File: config.mk
export PLATFORM = sky130hd
export DESIGN_NAME = intdiv_iterdiv
export DESIGN_NICKNAME = d
export VERILOG_FILES = /design/src/rtl/intdiv_iterdiv_pkg.sv /design/src/rtl/intdiv_nrstep.sv /design/src/rtl/intdiv_iterdiv.sv
export SDC_FILE = /design/constraint.sdc
export NUM_CORES = 1
export LEC_CHECK = 0
export CAP_MARGIN = 20
export CORE_MARGIN = 4
export CORE_UTILIZATION = 62
export CTS_BUF_LIST = sky130_fd_sc_hd__clkbuf_16
export DETAILED_ROUTE_END_ITERATION = 10
export PLACE_DENSITY = 0.83
export RECOVER_POWER = 25
export SETUP_SLACK_MARGIN = 0.3
export SLEW_MARGIN = 10
export SYNTH_ARGS = -nofsm -noshare
export SYNTH_HDL_FRONTEND = slang
export SYNTH_SLANG_ARGS = --single-unit
File: constraint.sdc
create_clock -name clock -period 8.57 [get_ports clock]
set_input_delay 0.857 -clock clock [delete_from_list [all_inputs] [get_ports clock]]
set_output_delay 0.857 -clock clock [all_outputs]
set_load 0.03 [all_outputs]
File: src/rtl/intdiv_iterdiv_pkg.sv
// rtl/intdiv_iterdiv_pkg.sv - shared types and constants for the iterative signed divider
package intdiv_iterdiv_pkg;

    // Controller states
    typedef enum logic [1:0] {
        IDLE = 2'd0,
        RUN  = 2'd1,
        FIX  = 2'd2,
        DONE = 2'd3
    } state_t;

    // Signed-digit (sd2) quotient digit codes as stored in the digit register
    localparam logic DIGIT_NEG1 = 1'b0;
    localparam logic DIGIT_POS1 = 1'b1;

    localparam logic ON  = 1'b1;
    localparam logic OFF = 1'b0;

    // Value of a two's-complement sign bit
    localparam logic POSITIVE = 1'b0;
    localparam logic NEGATIVE = 1'b1;

    // Width of the RUN step counter; at least one bit even for a single step
    function automatic int cnt_width(input int steps);
        return (steps > 1) ? $clog2(steps) : 1;
    endfunction

endpackage

File: src/rtl/intdiv_nrstep.sv
// rtl/intdiv_nrstep.sv - one combinational non-restoring division step
//
// Ports:
//   rem_in  [N:0]   partial remainder before the step
//   bit_in          next dividend bit shifted into the remainder LSB
//   y       [N-1:0] divisor, signed
//   rem_out [N:0]   partial remainder after the add/subtract
//   digit           sd2 digit: DIGIT_POS1 when the new sign matches sign(y)
module intdiv_nrstep
    import intdiv_iterdiv_pkg::*;
#(
    parameter int N = 8
) (
    input  logic [N:0]   rem_in,
    input  logic         bit_in,
    input  logic [N-1:0] y,
    output logic [N:0]   rem_out,
    output logic         digit
);

    logic [N:0] shifted;
    logic [N:0] ys;

    // The partial remainder stays inside [-|y|, |y|), so doubling it always
    // fits in N+1 bits and dropping the old MSB loses nothing.
    always_comb begin
        shifted = (rem_in << 1) | {{N{1'b0}}, bit_in};
        ys      = {y[N-1], y};
        if (shifted[N] != y[N-1]) begin
            rem_out = shifted + ys;
        end else begin
            rem_out = shifted - ys;
        end
        digit = (rem_out[N] == y[N-1]) ? DIGIT_POS1 : DIGIT_NEG1;
    end

endmodule

File: src/rtl/intdiv_iterdiv.sv
// rtl/intdiv_iterdiv.sv - multi-cycle signed divider, DPC non-restoring digits per clock
//
// Ports:
//   clock, reset          rising-edge clock, synchronous active-high reset
//   in_valid/in_ready     operand handshake (in_ready high only in IDLE)
//   in_x, in_y   [N-1:0]  dividend, divisor (signed)
//   out_valid/out_ready   result handshake, result held until accepted
//   out_z, out_r [N-1:0]  quotient (truncated toward zero), remainder (sign of dividend)
//   out_err               exception flag; live only when INTDIV_EXC_FLAG_EN is defined
module intdiv_iterdiv
    import intdiv_iterdiv_pkg::*;
#(
    parameter int N   = 8,
    parameter int DPC = 1
) (
    input  logic         clock,
    input  logic         reset,
    input  logic         in_valid,
    output logic         in_ready,
    input  logic [N-1:0] in_x,
    input  logic [N-1:0] in_y,
    output logic         out_valid,
    input  logic         out_ready,
    output logic [N-1:0] out_z,
    output logic [N-1:0] out_r,
    output logic         out_err
);

    localparam int             STEPS    = N / DPC;
    localparam int             CW       = cnt_width(STEPS);
    localparam logic [CW-1:0]  CNT_LAST = CW'(STEPS - 1);
    localparam logic [N-1:0]   MIN_VAL  = {NEGATIVE, {(N-1){1'b0}}};
    localparam logic [N-1:0]   ONE_N    = {{(N-1){1'b0}}, 1'b1};

    if ((N % DPC) != 0 || N < 4) begin : g_param_check
        $error("intdiv_iterdiv: N must be >= 4 and a multiple of DPC");
    end

    state_t        state, state_next;
    logic [N:0]    rem;       // partial remainder
    logic [N-1:0]  dvd;       // dividend bits still to be shifted in
    logic [N-1:0]  quo;       // sd2 digits, first digit in the MSB
    logic [N-1:0]  div;
    logic          sign_x;
    logic          spc;       // current operation is a special case
    logic [CW-1:0] cnt;

    logic          accept;
    logic          special;
    logic [N-1:0]  z_fix, r_fix, q_base, dig_ext;
    logic [N:0]    ys;
    logic          corr;
    logic [DPC-1:0] digs;
    logic [N:0]    chain [DPC+1];

    assign accept  = in_valid & in_ready;
    assign special = (in_y == '0) || (in_x == MIN_VAL && in_y == '1);

    // Chain of DPC steps; step 0 consumes the dividend MSB and yields the
    // most significant digit of this cycle.
    assign chain[0] = rem;
    for (genvar j = 0; j < DPC; j++) begin : g_step
        intdiv_nrstep #(.N(N)) u_step (
            .rem_in  (chain[j]),
            .bit_in  (dvd[N-1-j]),
            .y       (div),
            .rem_out (chain[j+1]),
            .digit   (digs[DPC-1-j])
        );
    end

    always_comb begin
        dig_ext = '0;
        dig_ext[DPC-1:0] = digs;
    end

    // Quotient reconstruction: the digits recorded from the new remainder sign
    // are the operation choices of the following step, so the two's-complement
    // quotient is the first N-1 digits with a forced 1 appended. The last digit
    // (quo[0]) tells which way the final remainder must be pulled back.
    always_comb begin
        ys     = {div[N-1], div};
        q_base = {quo[N-1:1], 1'b1};
        corr   = ((rem != '0) && (rem[N] != sign_x)) || (rem == ys) || (rem == -ys);
        z_fix  = q_base;
        r_fix  = rem[N-1:0];
        if (spc) begin
            if (div == '0) begin
                z_fix = '1;
                r_fix = dvd;
            end else begin
                z_fix = MIN_VAL;
                r_fix = '0;
            end
        end else if (corr) begin
            if (quo[0] == DIGIT_POS1) begin
                z_fix = q_base + ONE_N;
                r_fix = rem[N-1:0] - div;
            end else begin
                z_fix = q_base - ONE_N;
                r_fix = rem[N-1:0] + div;
            end
        end
    end

    always_ff @(posedge clock) begin
        if (reset) begin
            state <= IDLE;
        end else begin
            state <= state_next;
        end
    end

    // Special cases skip RUN and resolve in the single FIX cycle.
    always_comb begin
        state_next = state;
        in_ready   = OFF;
        out_valid  = OFF;
        case (state)
            IDLE: begin
                in_ready = ON;
                if (in_valid) begin
                    state_next = special ? FIX : RUN;
                end
            end
            RUN: begin
                if (cnt == '0) begin
                    state_next = FIX;
                end
            end
            FIX: begin
                state_next = DONE;
            end
            DONE: begin
                out_valid = ON;
                if (out_ready) begin
                    state_next = IDLE;
                end
            end
            default: state_next = IDLE;
        endcase
    end

    always_ff @(posedge clock) begin
        if (reset) begin
            rem    <= '0;
            dvd    <= '0;
            quo    <= '0;
            div    <= '0;
            sign_x <= POSITIVE;
            spc    <= 1'b0;
            cnt    <= '0;
            out_z  <= '0;
            out_r  <= '0;
        end else begin
            case (state)
                IDLE: begin
                    if (accept) begin
                        div    <= in_y;
                        dvd    <= in_x;
                        sign_x <= in_x[N-1];
                        rem    <= {(N+1){in_x[N-1]}};
                        quo    <= '0;
                        cnt    <= CNT_LAST;
                        spc    <= special;
                    end
                end
                RUN: begin
                    rem <= chain[DPC];
                    dvd <= dvd << DPC;
                    quo <= (quo << DPC) | dig_ext;
                    cnt <= cnt - 1'b1;
                end
                FIX: begin
                    out_z <= z_fix;
                    out_r <= r_fix;
                end
                default: ;
            endcase
        end
    end

`ifdef INTDIV_EXC_FLAG_EN
    always_ff @(posedge clock) begin
        if (reset) begin
            out_err <= 1'b0;
        end else if (state == FIX) begin
            out_err <= spc;
        end else if (state == DONE && out_ready) begin
            out_err <= 1'b0;
        end
    end
`else
    assign out_err = OFF;
`endif

endmodule

==> results of run 1 <==
-- report_power, final --
group | internal, uW | switching [uW] | total, uW
clock network | 111 | 101 | 212
registers | 336 | 114 | 450
logic | 441 | 612 | 1050
total | 887 | 828 | 1720
-- cells in the final DEF, fill, tap and decap left out, types with 5 or more instances in the layout --
cell type,n
nor2_1,61
dfxtp_1,56
nand2_1,39
clkdlybuf4s50_1,32
a21oi_1,31
ha_1,24
xnor2_1,21
inv_1,19
nor3_1,15
o21ai_0,15
a211oi_1,14
mux2i_1,13
nor4_1,10
xor2_1,10
nor2b_1,9
a221oi_1,8
o21a_1,7
a22oi_1,7
nand3b_1,5
clkbuf_16,5
-- cells by family (layout without fill, tap and decap cells) --
kind of cell / count (synthesis) / in the layout / synth area share, %
AO/OA/AOI/OAI: 126 / 126 / 23.6
XOR/XNOR: 31 / 31 / 7.09
adder cells (fa/ha/maj): 26 / 26 / 8.88
buffers and inverters: 51 / 68 / 5.45
flip-flops: 56 / 56 / 29.3
multiplexers: 13 / 13 / 3.40
other: 1 / 1 / 0.0979
AND/OR/NAND/NOR: 175 / 175 / 22.2
-- critical path, stage by stage (launching register included) --
cell	delay, ps
dfxtp_1	370
inv_1	90
ha_1	210
or3b_1	490
o31a_1	280
or4_4	490
a2111oi_4	200
buf_4	290
o21ai_4	110
o31a_1	330
o41a_1	300
-- stage by stage --
stage,std cells,power [uW],hold WS (ps)
2_1_floorplan,479,1230,437
3_3_place_gp,563,1470,457
3_5_place_dp,563,1490,457
4_1_cts,571,1710,470
5_1_grt,571,1860,494
6_report,571,1720,466
-- registers in the layout, indices dropped and copies added (netlist names) --
register	flops
rem	9
div	8
dvd	8
out_r	8
out_z	8
quo	8
cnt	3
state	2
sign_x	1
spc	1
-- cell type report --
class,count,area (sq um),share of cell area (%)
clock buffer,5,125,2.89
tap,75,93.8,2.17
clock inverter,3,26.3,0.607
multi-input combinational,372,2500,57.8
timing repair buffer,41,392,9.04
sequential,56,1120,25.9
inverter,19,71.3,1.65
-- per-layer routing --
metal / track usage (%) / vias to the layer above
met5: 0 / -
met4: 8.92 / 0
met3: 3.99 / 22
met2: 44.1 / 137
met1: 36.7 / 1681
li1: - / 1764
-- worst min-delay path by stage --
stage	startpoint	endpoint	slack, ps	cells after the start
2_1_floorplan	cnt[0]$_SDFFE_PP0P_	cnt[0]$_SDFFE_PP0P_	440	1
4_1_cts	cnt[0]$_SDFFE_PP0P_	cnt[0]$_SDFFE_PP0P_	470	1
5_1_grt	out_r[4]$_SDFFE_PP0P_	out_r[4]$_SDFFE_PP0P_	490	2
3_5_place_dp	cnt[0]$_SDFFE_PP0P_	cnt[0]$_SDFFE_PP0P_	460	1
3_3_place_gp	cnt[0]$_SDFFE_PP0P_	cnt[0]$_SDFFE_PP0P_	460	1
6_report	cnt[0]$_SDFFE_PP0P_	cnt[0]$_SDFFE_PP0P_	470	1
==> summary.txt, run 1 <==
Outcome
  – Status: completed

Power
  – Leakage: approximately 0.0016 uW
  – Worst vdd ir: 0.284 mV
  – Power Density: 396 nW/um^2

Finish
  – Fin util: around 73%
  – Share of layout cells above drive strength 1: 3.63%
  – Layout fillers: between 400 and 500
  – Number of diodes: 0
  – Synth-to-Final Area Change: 13.0%
  – Non-Filler Cell Area, Final: 4330 sq um
  – Fin nets: 541

Synth
  – Area contributors post-synth: dfxtp_1 (29%), ha_1 (7.8%), nor2_1 (6.0%)
  – Synth cell count leaders: nor2_1 (61), dfxtp_1 (56), nand2_1 (39), a21oi_1 (31), clkbuf_1 (25)
  – Yosys reg bits: 56
  – Dominant synthesized flop cell: dfxtp_1
  – Cell taking the most area after synthesis: dfxtp_1
  – Avg Cell Area, Syn: 8.00 sq um
  – Distinct cell type count after synthesis: between 50 and 60
  – Top-count cell post-synth: nor2_1
  – Post-synth EDFFs: 0
  – Yosys warns: 0
  – Cells after synthesis: ~480
  – Post-synth top area share: 29.3%
  – Post-Syn Nets: 525
  – Async SR Flop Fraction: 0%
  – Synthesized cell area: 3830 sq um
  – Post-synthesis sequential area ratio: 29.3%

Timing
  – # setup viols final: 0
  – Setup TNS: 0 ps
  – Setup ws final: between 5000 and 6000 ps
  – Crit path time final: 3270 ps
  – Setup Skew: 9.43 ps
  – Unrepaired setup endpoints after global routing: false
  – Rel. slew slack: around 27%
  – Slew @ Worst Pin: 1090 ps
  – Final Max Tran Viols: 0
  – Final worst-path cycle share: 38.2%
  – FMAX: 305 MHz
  – Hold Vio Cnt, Final: 0

Detailed routing
  – WL per Instance: about 17 um
  – Vias/cell: 6.31
  – First DRT Iteration DRCs: 288
  – DRT Pass-1 Iters: 5
  – ANT nets after route: 0
  – Metal2 WL: 4590 um
  – DRC viols: 0
  – Met3 wire length: 596 um
  – Top sig layer: met4
  – Via Count: 3,604
  – M1 WL: roughly 4200 um
  – Total Routed Length: 9660 um

Setup path
  – Worst reg-to-reg setup slack: 5300 ps
  – Critical path origin: div[1]$_SDFFE_PP0P_
  – Critical path endpoint: out_z[7]$_SDFFE_PP0P_
  – Arrival @ worst endpoint: 3460 ps
  – Worst-path maximum fanout: 17
  – R2R cell count: 10
  – Worst endpoint required time: 8760 ps
  – Kind of start point of the critical path: flop
  – Worst flop-to-flop path startpoint: div[1]$_SDFFE_PP0P_
  – Crit. End Element: flop
  – Reg2reg end: out_z[7]$_SDFFE_PP0P_
  – Critical path class: reg2reg

Floorplanning
  – Initial Utilization: between 60% and 70%
  – Core Rows: 28
  – Die ar.: about 7500 sq um
  – Ports: 39
  – Die width: 86.6 um
  – Core Region: between 5000 and 6000 sq um
  – Die Height: 86.6 um

GRT
  – Total GRT Usage: 27.1%
  – First-pass GRT wire length: 16,400 um
  – Total grt overflow: 0
  – Largest net degree at the start of global routing: a little over 60
  – Vias in the first global route: ~3,400
  – Antenna violations before repair: 0

Clock tree
  – Clk buf depth: 2
  – H-tree levels: 2
  – Root buf cell: clkbuf_16
  – Skew-Pair Late Insertion Delay: 300 ps
  – CTS tree: yes
  – CTS Buf Count: 5
  – Worst-path clk slew: 80 ps
  – Post-CTS Setup Bufs: 0
  – Post-CTS Hold Buffers: 0
  – Clk sinks: 56
  – Resized Gates After CTS: 0

Placement
  – Post-placement setup slack: 5330 ps
  – HPWL after DPL: 7210 um
  – Dpl cell area: 4180 sq um
  – Final GP Congestion: 0.863
  – # port buffers: 37

Min path
  – HP Class: reg2reg

Job
  – Total of max-cap violations: 0
No activity file was read; power rests on OpenSTA's default activity.
==> run 2: changes to the inputs <==
--- a/config.mk
+++ b/config.mk
@@ -7,10 +7,10 @@
 export LEC_CHECK = 0
 export CAP_MARGIN = 20
 export CORE_MARGIN = 4
-export CORE_UTILIZATION = 62
+export CORE_UTILIZATION = 58
 export CTS_BUF_LIST = sky130_fd_sc_hd__clkbuf_16
 export DETAILED_ROUTE_END_ITERATION = 10
-export PLACE_DENSITY = 0.83
+export PLACE_DENSITY = 0.78
 export RECOVER_POWER = 25
 export SETUP_SLACK_MARGIN = 0.3
 export SLEW_MARGIN = 10
==> constraint.sdc (replaced) <==
create_clock -name clock -period 3.3 [get_ports clock]
set_input_delay 0.33 -clock clock [delete_from_list [all_inputs] [get_ports clock]]
set_output_delay 0.33 -clock clock [all_outputs]
set_load 0.03 [all_outputs]
==> run 2 against run 1 <==
Net effect:
- count of clock-buffer cells in the layout did not move
- non-clock buffer count rose by 15
- hold slack improved by 7.4 ps
- routed wire length rose by 4.9%
- clock skew fell by 4.7 ps
- power rose to 2.7 times the previous value
- flip-flop and latch count did not move
- utilization fell by 2.1 points
- setup slack got worse by 4900 ps
- critical path type unchanged
- critical endpoint unchanged
- largest power group unchanged
- highest routed layer unchanged
==> summary.txt, run 2 (synthesized netlist as in run 1, its figures left out) <==
Outcome
  – Status: completed

Timing
  – Unrepaired setup endpoints after global routing: true
  – # setup viols final: 0 (unchanged)
  – Hold Vio Cnt, Final: 0 (unchanged)
  – FMAX: 340 MHz (+11%)
  – Crit path time final: 2940 ps (-329 ps)
  – Hold WS: 474 ps (+7.38 ps)
  – Final worst-path cycle share: 89.2% (+51 points)
  – Rel. slew slack: 49.6% (+22 points)
  – Setup TNS: 0 ps (unchanged)
  – Slew @ Worst Pin: 755 ps (-337 ps)
  – Setup Skew: 4.72 ps (-4.71 ps)
  – Final Max Tran Viols: 0 (unchanged)

Clock tree
  – H-tree levels: 2 (unchanged)
  – CTS Buf Count: 5 (unchanged)
  – Post-CTS Hold Buffers: 0 (unchanged)
  – Skew-Pair Late Insertion Delay: 300 ps (about the same)
  – Worst-path clk slew: 80 ps (about the same)
  – Root buf cell: clkbuf_16
  – Clk buf depth: 2 (unchanged)
  – CTS tree: yes
  – Clk sinks: 56 (unchanged)

Floorplanning
  – Core Rows: 29 (+3.6%)
  – Initial Utilization: 60.0% (-4.3 points)
  – Core Region: 6390 sq um (+7.2%)
  – Die Height: 89.3 um (+3.1%)
  – Die ar.: 7970 sq um (+6.2%)
  – Ports: 39 (unchanged)
  – Die width: 89.3 um (+3.1%)

Setup path
  – Crit. End Element: flop
  – Worst flop-to-flop path startpoint: div[1]$_SDFFE_PP0P_
  – Critical path class: reg2reg
  – Kind of start point of the critical path: flop
  – Worst-path maximum fanout: 7 (-10)
  – Worst endpoint required time: 3490 ps (-5270 ps)
  – Arrival @ worst endpoint: 3130 ps (-330 ps)
  – Critical path origin: div[1]$_SDFFE_PP0P_

Finish
  – Fin nets: 556 (+2.8%)
  – Most frequent cells in the layout: nor2_1 (61), dfxtp_1 (52), nand2_1 (39), a21oi_1 (31), clkdlybuf4s50_1 (24)
  – Synth-to-Final Area Change: 17.6%
  – Layout fillers: 545 (+13%)
  – Number of flip-flops in the largest register: 9 (unchanged)
  – Share of layout cells above drive strength 1: 8.41% (+4.8 points)
  – Largest register by flop count: rem
  – Leading cell type in the layout, fill and taps excluded: nor2_1
  – Final Non-Filler Cells: 588 (+3.0%)
  – Number of diodes: 0 (unchanged)

Power
  – Leakage: 0.00177 uW (+8.1%)
  – Power Density: 1030 nW/um^2 (+160%)
  – Worst vdd ir: 0.632 mV (+120%)

GRT
  – Antenna violations before repair: 0 (unchanged)
  – First-pass GRT wire length: 16,700 um (+1.8%)
  – Total grt overflow: 0 (unchanged)
  – Vias in the first global route: 3,493 (+2.1%)
  – Largest net degree at the start of global routing: 43 (-30%)
  – Total GRT Usage: 26.5% (-0.59 points)

Detailed routing
  – DRT Pass-1 Iters: 5 (unchanged)
  – Total Routed Length: 10,100 um (+4.9%)
  – DRC viols: 0 (unchanged)
  – ANT nets after route: 0 (unchanged)
  – Via Count: 3,742 (+3.8%)
  – First DRT Iteration DRCs: 282 (-2.1%)
  – WL per Instance: 17.2 um (+1.9%)
  – Vias/cell: 6.36 (+0.83%)

Placement
  – Cell Count Post-Placement: 572 (+1.6%)
  – # port buffers: 37 (unchanged)
  – HPWL after DPL: 7420 um (+3.0%)
  – Final GP Congestion: 0.928 (+7.5%)

Job
  – Total of max-cap violations: 0 (unchanged)

Min path
  – Hold path start: cnt[0]$_SDFFE_PP0P_
  – HP Class: reg2reg
run 2: cell types whose count changed in the layout (fill, tap and decap cells not counted), moves of 2 or more:
cell and change:
dfxtp_1 -4, inv_1 -2, clkinvlp_4 -2, dlygate4sd3_1 +8
dfxtp_2 +3, buf_4 +15, clkdlybuf4s50_1 -8
run 2: where the power goes:
group          leakage [uW]  total (uW)  internal [uW]  switching, uW
registers          0.000460        1160            876            286
clock network     0.0000857         630            363            266
logic               0.00122        2850           1210           1640
run 2: layout make-up:
class	count	area (sq um)	area share, %
clock buffers	5	125	2.78
multi-input cells	372	2520	56.0
flip-flops and latches	56	1130	25.0
well taps	77	96.3	2.14
inverters	19	73.8	1.64
clock inverters	3	46.3	1.03
repair buffers	56	512	11.4
run 2: final timing paths:
| kind | endpoint | slack [ps] | depth (start not counted) |
|---|---|---|---|
| worst max-delay path | out_z[7]$_SDFFE_PP0P_ | 360 | 9 |
| worst min-delay path | cnt[0]$_SDFFE_PP0P_ | 470 | 1 |
| worst max register to register | out_z[7]$_SDFFE_PP0P_ | 360 | 9 |
| worst min register to register | cnt[0]$_SDFFE_PP0P_ | 470 | 1 |
run 2: what timing repair did:
item | 4_1_cts | 5_1_grt
setup endpoints to repair | 2 | 7
resized for setup | 1 | 9
pin swaps | 1 | 4
setup buffers | 0 | 8
run 2: routing by layer:
metal  vias to the layer above  track usage [%]  routed length [um]
met2                       133             44.5                4860
met1                      1793             34.4                4400
met3                        16             4.61                 649
li1                       1800                -                   -
met4                         0             8.66                 216
met5                         -                0                   0
run 2: critical path, cell delays in order (launching register included):
cell and delay, ps:
dfxtp_4 380, inv_4 70, ha_4 150, or3b_1 370, o31a_1 260, or4_4 500, a2111oi_4 420, o21ai_4 120
o31a_1 270, o41a_1 300
run 2: stage by stage:
step	cell area [sq um]	power (uW)	util (%)	setup slack [ps]
2_1_floorplan	3860	3230	-	151
3_3_place_gp	4260	3880	66.7	356
3_5_place_dp	4260	3950	66.7	292
4_1_cts	4430	4590	69.4	351
5_1_grt	4510	5020	70.6	267
6_report	4510	4650	70.6	355
==> run 3: changes to the inputs <==
--- a/config.mk
+++ b/config.mk
@@ -10,10 +10,11 @@
 export CORE_UTILIZATION = 58
 export CTS_BUF_LIST = sky130_fd_sc_hd__clkbuf_16
 export DETAILED_ROUTE_END_ITERATION = 10
+export GPL_TIMING_DRIVEN = 0
 export PLACE_DENSITY = 0.78
 export RECOVER_POWER = 25
 export SETUP_SLACK_MARGIN = 0.3
-export SLEW_MARGIN = 10
+export SLEW_MARGIN = 20
 export SYNTH_ARGS = -nofsm -noshare
 export SYNTH_HDL_FRONTEND = slang
 export SYNTH_SLANG_ARGS = --single-unit
==> run 3 against run 2 <==
Net effect:
- count of clock-buffer cells in the layout stayed put
- final cell count is 4.1% higher
- critical path depth is 4 higher
- global-route usage is 1.6 points higher
- first-iteration DRC count is 6.0% higher
- final area is 3.0% higher
- utilization is 2.1 points higher
- sequential power is 5% lower
- setup slack worse by 67 ps
==> summary.txt, run 3 (synthesized netlist as in run 1, its figures left out) <==
Power
  – Tot Pwr: 4640 uW (-0.13%)
  – Power Density: 999 nW/um^2 (-3.1%)
  – Worst vdd ir: 0.583 mV (-7.7%)
  – Leakage: 0.00181 uW (+2.7%)

Finish
  – Fin nets: 581 (+4.5%)
  – Most frequent cells in the layout: nor2_1 (60), dfxtp_1 (54), nand2_1 (39), a21oi_1 (31), ha_1 (23)
  – Layout fillers: 520 (-4.6%)
  – Area occupied by multi-input gates: 2580 sq um (+2.0%)
  – Synth-to-Final Area Change: 21.2%
  – Largest register by flop count: rem
  – Fin util: 72.7% (+2.1 points)
  – Number of flip-flops in the largest register: 9 (unchanged)
  – Leading cell type in the layout, fill and taps excluded: nor2_1
  – Number of diodes: 0 (unchanged)
  – Register cell area after layout: 1120 sq um (-0.44%)
  – Share of layout cells above drive strength 1: 8.60% (+0.18 points)

Setup path
  – Critical path origin: div[1]$_SDFFE_PP0P_
  – Arrival @ worst endpoint: 3200 ps (+70 ps)
  – CP Buf/Inv Count: 5 (+4)
  – Critical path, cell by cell: buf_8, inv_6, ha_4, or3b_4, buf_6, o31a_1, or4_4, a2111oi_4, buf_4, o21ai_4, buf_6, o21a_1, o31a_1
  – CP delay by family, top: compound AO/OA/AOI/OAI gates
  – CP max stage delay: 500 ps (about the same)
  – Crit path max-delay cell type: or4_4
  – Worst flop-to-flop path startpoint: div[1]$_SDFFE_PP0P_
  – Crit. End Element: flop
  – Worst-path maximum fanout: 5 (-2)
  – Kind of start point of the critical path: flop
  – Worst endpoint required time: 3490 ps (about the same)
  – Critical path class: reg2reg

Detailed routing
  – DRC viols: 0 (unchanged)
  – Via Count: 3,872 (+3.5%)
  – WL per Instance: 17.7 um (+2.9%)
  – Total Routed Length: 10,800 um (+7.1%)
  – Vias/cell: 6.33 (-0.58%)
  – ANT nets after route: 0 (unchanged)
  – DRT Pass-1 Iters: 5 (unchanged)
  – First DRT Iteration DRCs: 299 (+6.0%)

Clock tree
  – Clk buf depth: 2 (unchanged)
  – CTS tree: yes
  – H-tree levels: 2 (unchanged)
  – Root buf cell: clkbuf_16
  – CTS Buf Count: 5 (unchanged)
  – Skew-Pair Late Insertion Delay: 300 ps (about the same)
  – Clk sinks: 56 (unchanged)
  – Worst-path clk slew: 70 ps (about the same)

Timing
  – Crit path time final: 3010 ps (+67.0 ps)
  – Setup Skew: 7.32 ps (+2.60 ps)
  – Hold Vio Cnt, Final: 0 (unchanged)
  – Setup TNS: 0 ps (unchanged)
  – Final worst-path cycle share: 91.3% (+2.0 points)
  – Setup ws final: 288 ps (-67.0 ps)
  – FMAX: 332 MHz (-2.2%)
  – Rel. slew slack: 55.6% (+6.0 points)
  – Hold WS: 481 ps (+7.52 ps)
  – Final Max Tran Viols: 0 (unchanged)
  – Unrepaired setup endpoints after global routing: true
  – # setup viols final: 0 (unchanged)
  – Slew @ Worst Pin: 659 ps (-96.4 ps)

Placement
  – HPWL after DPL: 8000 um (+7.8%)
  – # port buffers: 37 (unchanged)
  – Post-placement setup slack: -189 ps (-482 ps)
  – Final GP Congestion: 0.871 (-6.1%)

Min path
  – Hold path start: out_r[3]$_SDFFE_PP0P_
  – HP Class: reg2reg

Floorplanning
  – Ports: 39 (unchanged)
  – Initial Utilization: 60.0% (unchanged)
  – Core Region: 6390 sq um (unchanged)
  – Die width: 89.3 um (unchanged)
  – Core Rows: 29 (unchanged)
  – Die ar.: 7970 sq um (unchanged)
  – Die Height: 89.3 um (unchanged)

GRT
  – Total grt overflow: 0 (unchanged)
  – Largest net degree at the start of global routing: 17 (-60%)
  – Total GRT Usage: 28.1% (+1.6 points)
  – Antenna violations before repair: 0 (unchanged)
  – First-pass GRT wire length: 17,400 um (+3.7%)
  – Vias in the first global route: 3,559 (+1.9%)

Job
  – Total of max-cap violations: 0 (unchanged)

Outcome
  – Status: completed
[run 3: path summary, 6_finish.rpt]
check                                        endpoint  slack, ps  depth (start not counted)
worst max-delay path            out_z[5]$_SDFFE_PP0P_        290                         13
worst min-delay path            out_r[3]$_SDFFE_PP0P_        480                          2
worst max register to register  out_z[5]$_SDFFE_PP0P_        290                         13
worst min register to register  out_r[3]$_SDFFE_PP0P_        480                          2
[run 3: per-stage QoR]
stage	cells	area, sq um
detailed placement	593	4330
CTS	610	4550
global route	612	4640
finish	612	4640
global placement	593	4330
floorplan	479	3860
[run 3: power breakdown]
part / internal (uW) / switching [uW] / total [uW]
combinational: 1240 / 1770 / 3010
clock: 277 / 244 / 521
sequential: 874 / 230 / 1100
total: 2390 / 2240 / 4640
[run 3: timing repair]
| action | 4_1_cts | 5_1_grt |
|---|---|---|
| hold endpoints to repair | 0 | 0 |
| gates resized for setup | 3 | 23 |
| pin swaps | 5 | 9 |
| hold buffers | 0 | 0 |
| gates cloned | 0 | 1 |
| setup endpoints to repair | 17 | 18 |
| buffers inserted | 10 | 1 |
[run 3: layer usage]
layer	vias to the layer above	GRT usage, %	part of all wire, %
met1	1824	36.2	43
met3	29	5.90	7.7
met5	-	0	0
met2	165	46.1	46
met4	0	10.6	2.4
li1	1854	-	-
[run 3: area by class of cell]
| type | count | share of cell area, % |
|---|---|---|
| multi-input cells | 372 | 55.5 |
| flip-flops and latches | 56 | 24.2 |
| repair buffers | 49 | 10.1 |
| plain buffers | 32 | 3.53 |
| clock buffers | 5 | 2.69 |
| well taps | 77 | 2.07 |
| inverters | 19 | 1.64 |
| clock inverters | 2 | 0.269 |
[run 3: worst register-to-register path: stages, from the launching register on]
cell and delay, ps:
dfxtp_2 320, buf_8 120, inv_6 50, ha_4 120, or3b_4 370, buf_6 130
o31a_1 250, or4_4 500, a2111oi_4 190, buf_4 200, o21ai_4 80, buf_6 150
o21a_1 160, o31a_1 260
==> edit 1 (config.mk and constraints of run 3) <==
`N` is set to 8 in 2 places; all go to 7.
--- a/src/rtl/intdiv_nrstep.sv
+++ b/src/rtl/intdiv_nrstep.sv
@@ -11,3 +11,3 @@
 #(
-    parameter int N = 8
+    parameter int N = 7
 ) (
--- a/src/rtl/intdiv_iterdiv.sv
+++ b/src/rtl/intdiv_iterdiv.sv
@@ -12,3 +12,3 @@
 #(
-    parameter int N   = 8,
+    parameter int N   = 7,
     parameter int DPC = 1
Ports: changed (resized in_x, in_y, out_r and out_z); port bits go from 39 to 35. No check against the original RTL was run, so the function may have changed too.
==> edit 1 against run 3 <==
Power decreased by 11%; first-iteration DRC count increased by 8.7%; sequential cell count decreased by 6; routed wire length decreased by 18%; global-route usage decreased by 3.2 points; design area decreased by 12%; synthesized area decreased by 11%; critical path depth decreased by 2; maximum frequency increased by 4.6%; cell count decreased by 12%; largest power group unchanged; worst setup slack improved by 0.13 ns; sequential share of layout area increased by 0.51 points; non-clock buffer count decreased by 19; die area decreased by 10%.
==> edit 1: results <==
[grt]
met2_usage = 0.406
grt_max_degree = 16
met3_usage = 0.0550
grt_first_pass_wirelength_mm = 14.6
first_global_vias = 3123

[final_layout]
fraction_of_area_in_clock_buffers_and_inverters = 0.0348
fillerInstances = 474
area.growth.synth_to_final_pct = 19.1
n_all_buffers = 62
design.final.nets = 511
nonClkBufAreaFrac = 0.119
layout-drive-gt1-share = 0.0832
multi_input_comb_area_um2 = 2280
multi_input_cells = 331
largest_register_ff_count = 8
seq-cell-share = 0.247

[power_and_ir_drop]
seq_power_share = 0.234
internal_power_mw = 2.15
peak_supply_drop_mv = 0.770
p_leak_nw = 1.60
comb_power_share = 0.644
powerDensity_nw_per_um2 = 1010

[logic_synthesis]
synth_cells = 428
dominant_cells_by_area_after_synthesis = "sky130_fd_sc_hd__dfxtp_1 29%, sky130_fd_sc_hd__ha_1 8.4%, sky130_fd_sc_hd__a21oi_1 5.9%, sky130_fd_sc_hd__nor2_1 5.3%, sky130_fd_sc_hd__xnor2_1 5.1%"
yosys.cell_types.count = 56
synth.yosys.seq_area_share = 0.293
yosys-top-cells-count = "50 x sky130_fd_sc_hd__dfxtp_1, 48 x sky130_fd_sc_hd__nor2_1, 43 x sky130_fd_sc_hd__nand2_1, 40 x sky130_fd_sc_hd__a21oi_1, 23 x sky130_fd_sc_hd__ha_1"
synth_nets = 471

[sta]
final_setup_skew_ns = 0.00479
slew_headroom = 0.561

[placed_design]
post_dp_cell_area_um2 = 3830
dp_hpwl_mm = 6.60
place.detailed.instances = 533
detailedPlace.worstSlack_ns = 0.0249
buffer_ports.inserted = 33

[setup_path]
timing.critical_path.arrival_ns = 3.03
crit_path_max_incr_delay_ns = 0.44
worst_path_max_delay_cell = "sky130_fd_sc_hd__fa_1"

[detailed_routing]
vias_per_cell = 6.16
wl_met1_mm = 4.00
routed_wire_length_per_instance_um = 16.5
met3_length_um = 666
initialDrtViolationCount = 325

[min_path]
hold_start = "out_z[6]$_SDFFE_PP0P_"

[clock_tree]
cts.repair_timing.setup_buffer_count = 0

[outcome]
outcome = "finished, final reports clean"
[edit 1: cell count changes after synthesis, sizes merged, moves of 4 or more]
| cell | before | now |
|---|---|---|
| dfxtp | 56 | 50 |
| nor3 | 15 | 8 |
| nand3b | 5 | 1 |
| a21oi | 31 | 40 |
| a221oi | 8 | 12 |
| o31a | 4 | 0 |
| nor2 | 61 | 48 |
| o21a | 7 | 1 |
| nand2 | 39 | 44 |
| clkbuf | 25 | 20 |
[edit 1: final timing paths]
path         cells after the start               endpoint  slack, ns
max                             11    rem[6]$_SDFFE_PP0P_       0.42
min                              2  out_z[6]$_SDFFE_PP0P_       0.48
max reg2reg                     11    rem[6]$_SDFFE_PP0P_       0.42
min reg2reg                      2  out_z[6]$_SDFFE_PP0P_       0.48
[edit 1: cell families after synthesis]
logic type	synth area share
buffers and inverters	0.0579
and+or+nand+nor	0.208
DFF	0.293
AOI/OAI and AO/OA	0.234
other	0.00110
adders and majority gates	0.0960
xor gates and xnor gates	0.0770
muxes	0.0326
==> edit 2 (flow settings as in run 3) <==
Made on the original files. The 4 states of `state_t` get a one-hot encoding in 4 bits.
--- a/src/rtl/intdiv_iterdiv_pkg.sv
+++ b/src/rtl/intdiv_iterdiv_pkg.sv
@@ -4,7 +4,7 @@
     // Controller states
-    typedef enum logic [1:0] {
-        IDLE = 2'd0,
-        RUN  = 2'd1,
-        FIX  = 2'd2,
-        DONE = 2'd3
+    typedef enum logic [3:0] {
+        IDLE = 4'b0001,
+        RUN  = 4'b0010,
+        FIX  = 4'b0100,
+        DONE = 4'b1000
     } state_t;
Behaviour: no difference found for any inputs over 10 cycles, from zero or initial values and one cycle with reset high; not proved beyond that.
==> edit 2 against run 3 <==
First-iteration DRC count grew 13%; routed wire length grew 2.6%; worst setup slack gained 0.11 ns; design area grew 5.2%; global-route usage grew 0.57 points; synthesized area shrank 0.62%; highest routed layer unchanged; die area shrank 0.57%; sequential cell count grew 2.
Power is not compared: it rests on default switching activity, and its combinational part moved more than twofold at a synthesized area within 25%.
==> edit 2: results <==
[final_layout]
finish.cell_count_without_fillers = 634
number_of_clock_buffers_in_the_layout = 9
fraction_of_area_in_clock_buffers_and_inverters = 0.0679
area.growth.synth_to_final_pct = 28.3
multi_input_area_share = 0.520
register_area_um2 = 1160
final.signal_inverter_count = 20
layout-drive-gt1-share = 0.122
nonClkBufAreaFrac = 0.139
fillerInstances = 481
multi_input_cells = 379

[clock_tree]
cts.root.buffer_cell = "sky130_fd_sc_hd__clkbuf_16"
level_count_of_the_clock_h_tree = 3
post_cts_resize_count = 8
cts.repair_timing.setup_buffer_count = 3
clock_latency_ns = 0.32

[placed_design]
dp_hpwl_mm = 7.92
detailedPlace.worstSlack_ns = -0.00784
place.detailed.instances = 607
post_dp_cell_area_um2 = 4300
globalplace.congestion = 0.903

[logic_synthesis]
synth_nets = 534
dominant_cells_by_area_after_synthesis = "sky130_fd_sc_hd__dfxtp_1 30%, sky130_fd_sc_hd__a21oi_1 7.8%, sky130_fd_sc_hd__ha_1 6.6%, sky130_fd_sc_hd__nand2_1 5.5%, sky130_fd_sc_hd__nor2_1 5.4%"
synth_cells = 492
yosys.area_share.adder = 0.0762
postSynthRegisterBits = 58
yosys.cell_types.count = 55
synthMuxAreaShare = 0.0338
yosys-top-cells-count = "59 x sky130_fd_sc_hd__a21oi_1, 58 x sky130_fd_sc_hd__dfxtp_1, 56 x sky130_fd_sc_hd__nand2_1, 55 x sky130_fd_sc_hd__nor2_1, 27 x sky130_fd_sc_hd__clkbuf_1"
synth_flop_cell = "sky130_fd_sc_hd__dfxtp_1"
synth-compound-area-share = 0.211

[grt]
grt_first_pass_wirelength_mm = 17.6
grt.met1_usage = 0.380
met2_usage = 0.469
antenna_found_initial = 0
first_global_vias = 3631
grt_max_degree = 11
track_usage = 0.286
met3_usage = 0.0581

[detailed_routing]
detail_route.wirelength_mm = 11.1
drt_first_pass_iters = 8
wl_met1_mm = 4.69
initialDrtViolationCount = 338
met2_wirelength_from_detailed_routing_mm = 5.35
met3_length_um = 892
vias_per_cell = 6.27

[setup_path]
timing.rr.start = "rem[7]$_SDFFE_PP0P_"
regToRegEndpoint = "quo[0]$_SDFFE_PP0P_"
timing.critical_path.arrival_ns = 3.16
critical_path_peak_fanout = 7
worst_reg2reg_path_length_in_cells = 14
reg2reg_setup_slack_ns = 0.40

[sta]
timing_max_transition_violations_final = 0
fin_crit_ns = 2.90
final_setup_skew_ns = 0.00407
slew_headroom = 0.400
final.hold.worst_slack_ns = 0.457

[min_path]
worst_hold_path.endpoint = "out_z[5]$_SDFFE_PP0P_"
hold_start = "out_z[5]$_SDFFE_PP0P_"

[outcome]
outcome = "finished, final reports clean"
## edit 2: critical path, cell delays in order (launching register included)
cell	delay (ns)
sky130_fd_sc_hd__dfxtp_1	0.30
sky130_fd_sc_hd__buf_2	0.19
sky130_fd_sc_hd__xor2_4	0.20
sky130_fd_sc_hd__buf_4	0.15
sky130_fd_sc_hd__buf_4	0.16
sky130_fd_sc_hd__nor2_1	0.18
sky130_fd_sc_hd__xor2_1	0.19
sky130_fd_sc_hd__ha_1	0.29
sky130_fd_sc_hd__o21ai_1	0.13
sky130_fd_sc_hd__a21oi_1	0.13
sky130_fd_sc_hd__o21a_1	0.23
sky130_fd_sc_hd__o21a_1	0.22
sky130_fd_sc_hd__nor3_1	0.17
sky130_fd_sc_hd__o21ai_0	0.12
sky130_fd_sc_hd__a21oi_1	0.17
## edit 2: power by group
group	internal, mW	switching (mW)
logic	0.463	0.538
clock network	0.728	0.325
registers	0.740	0.0462
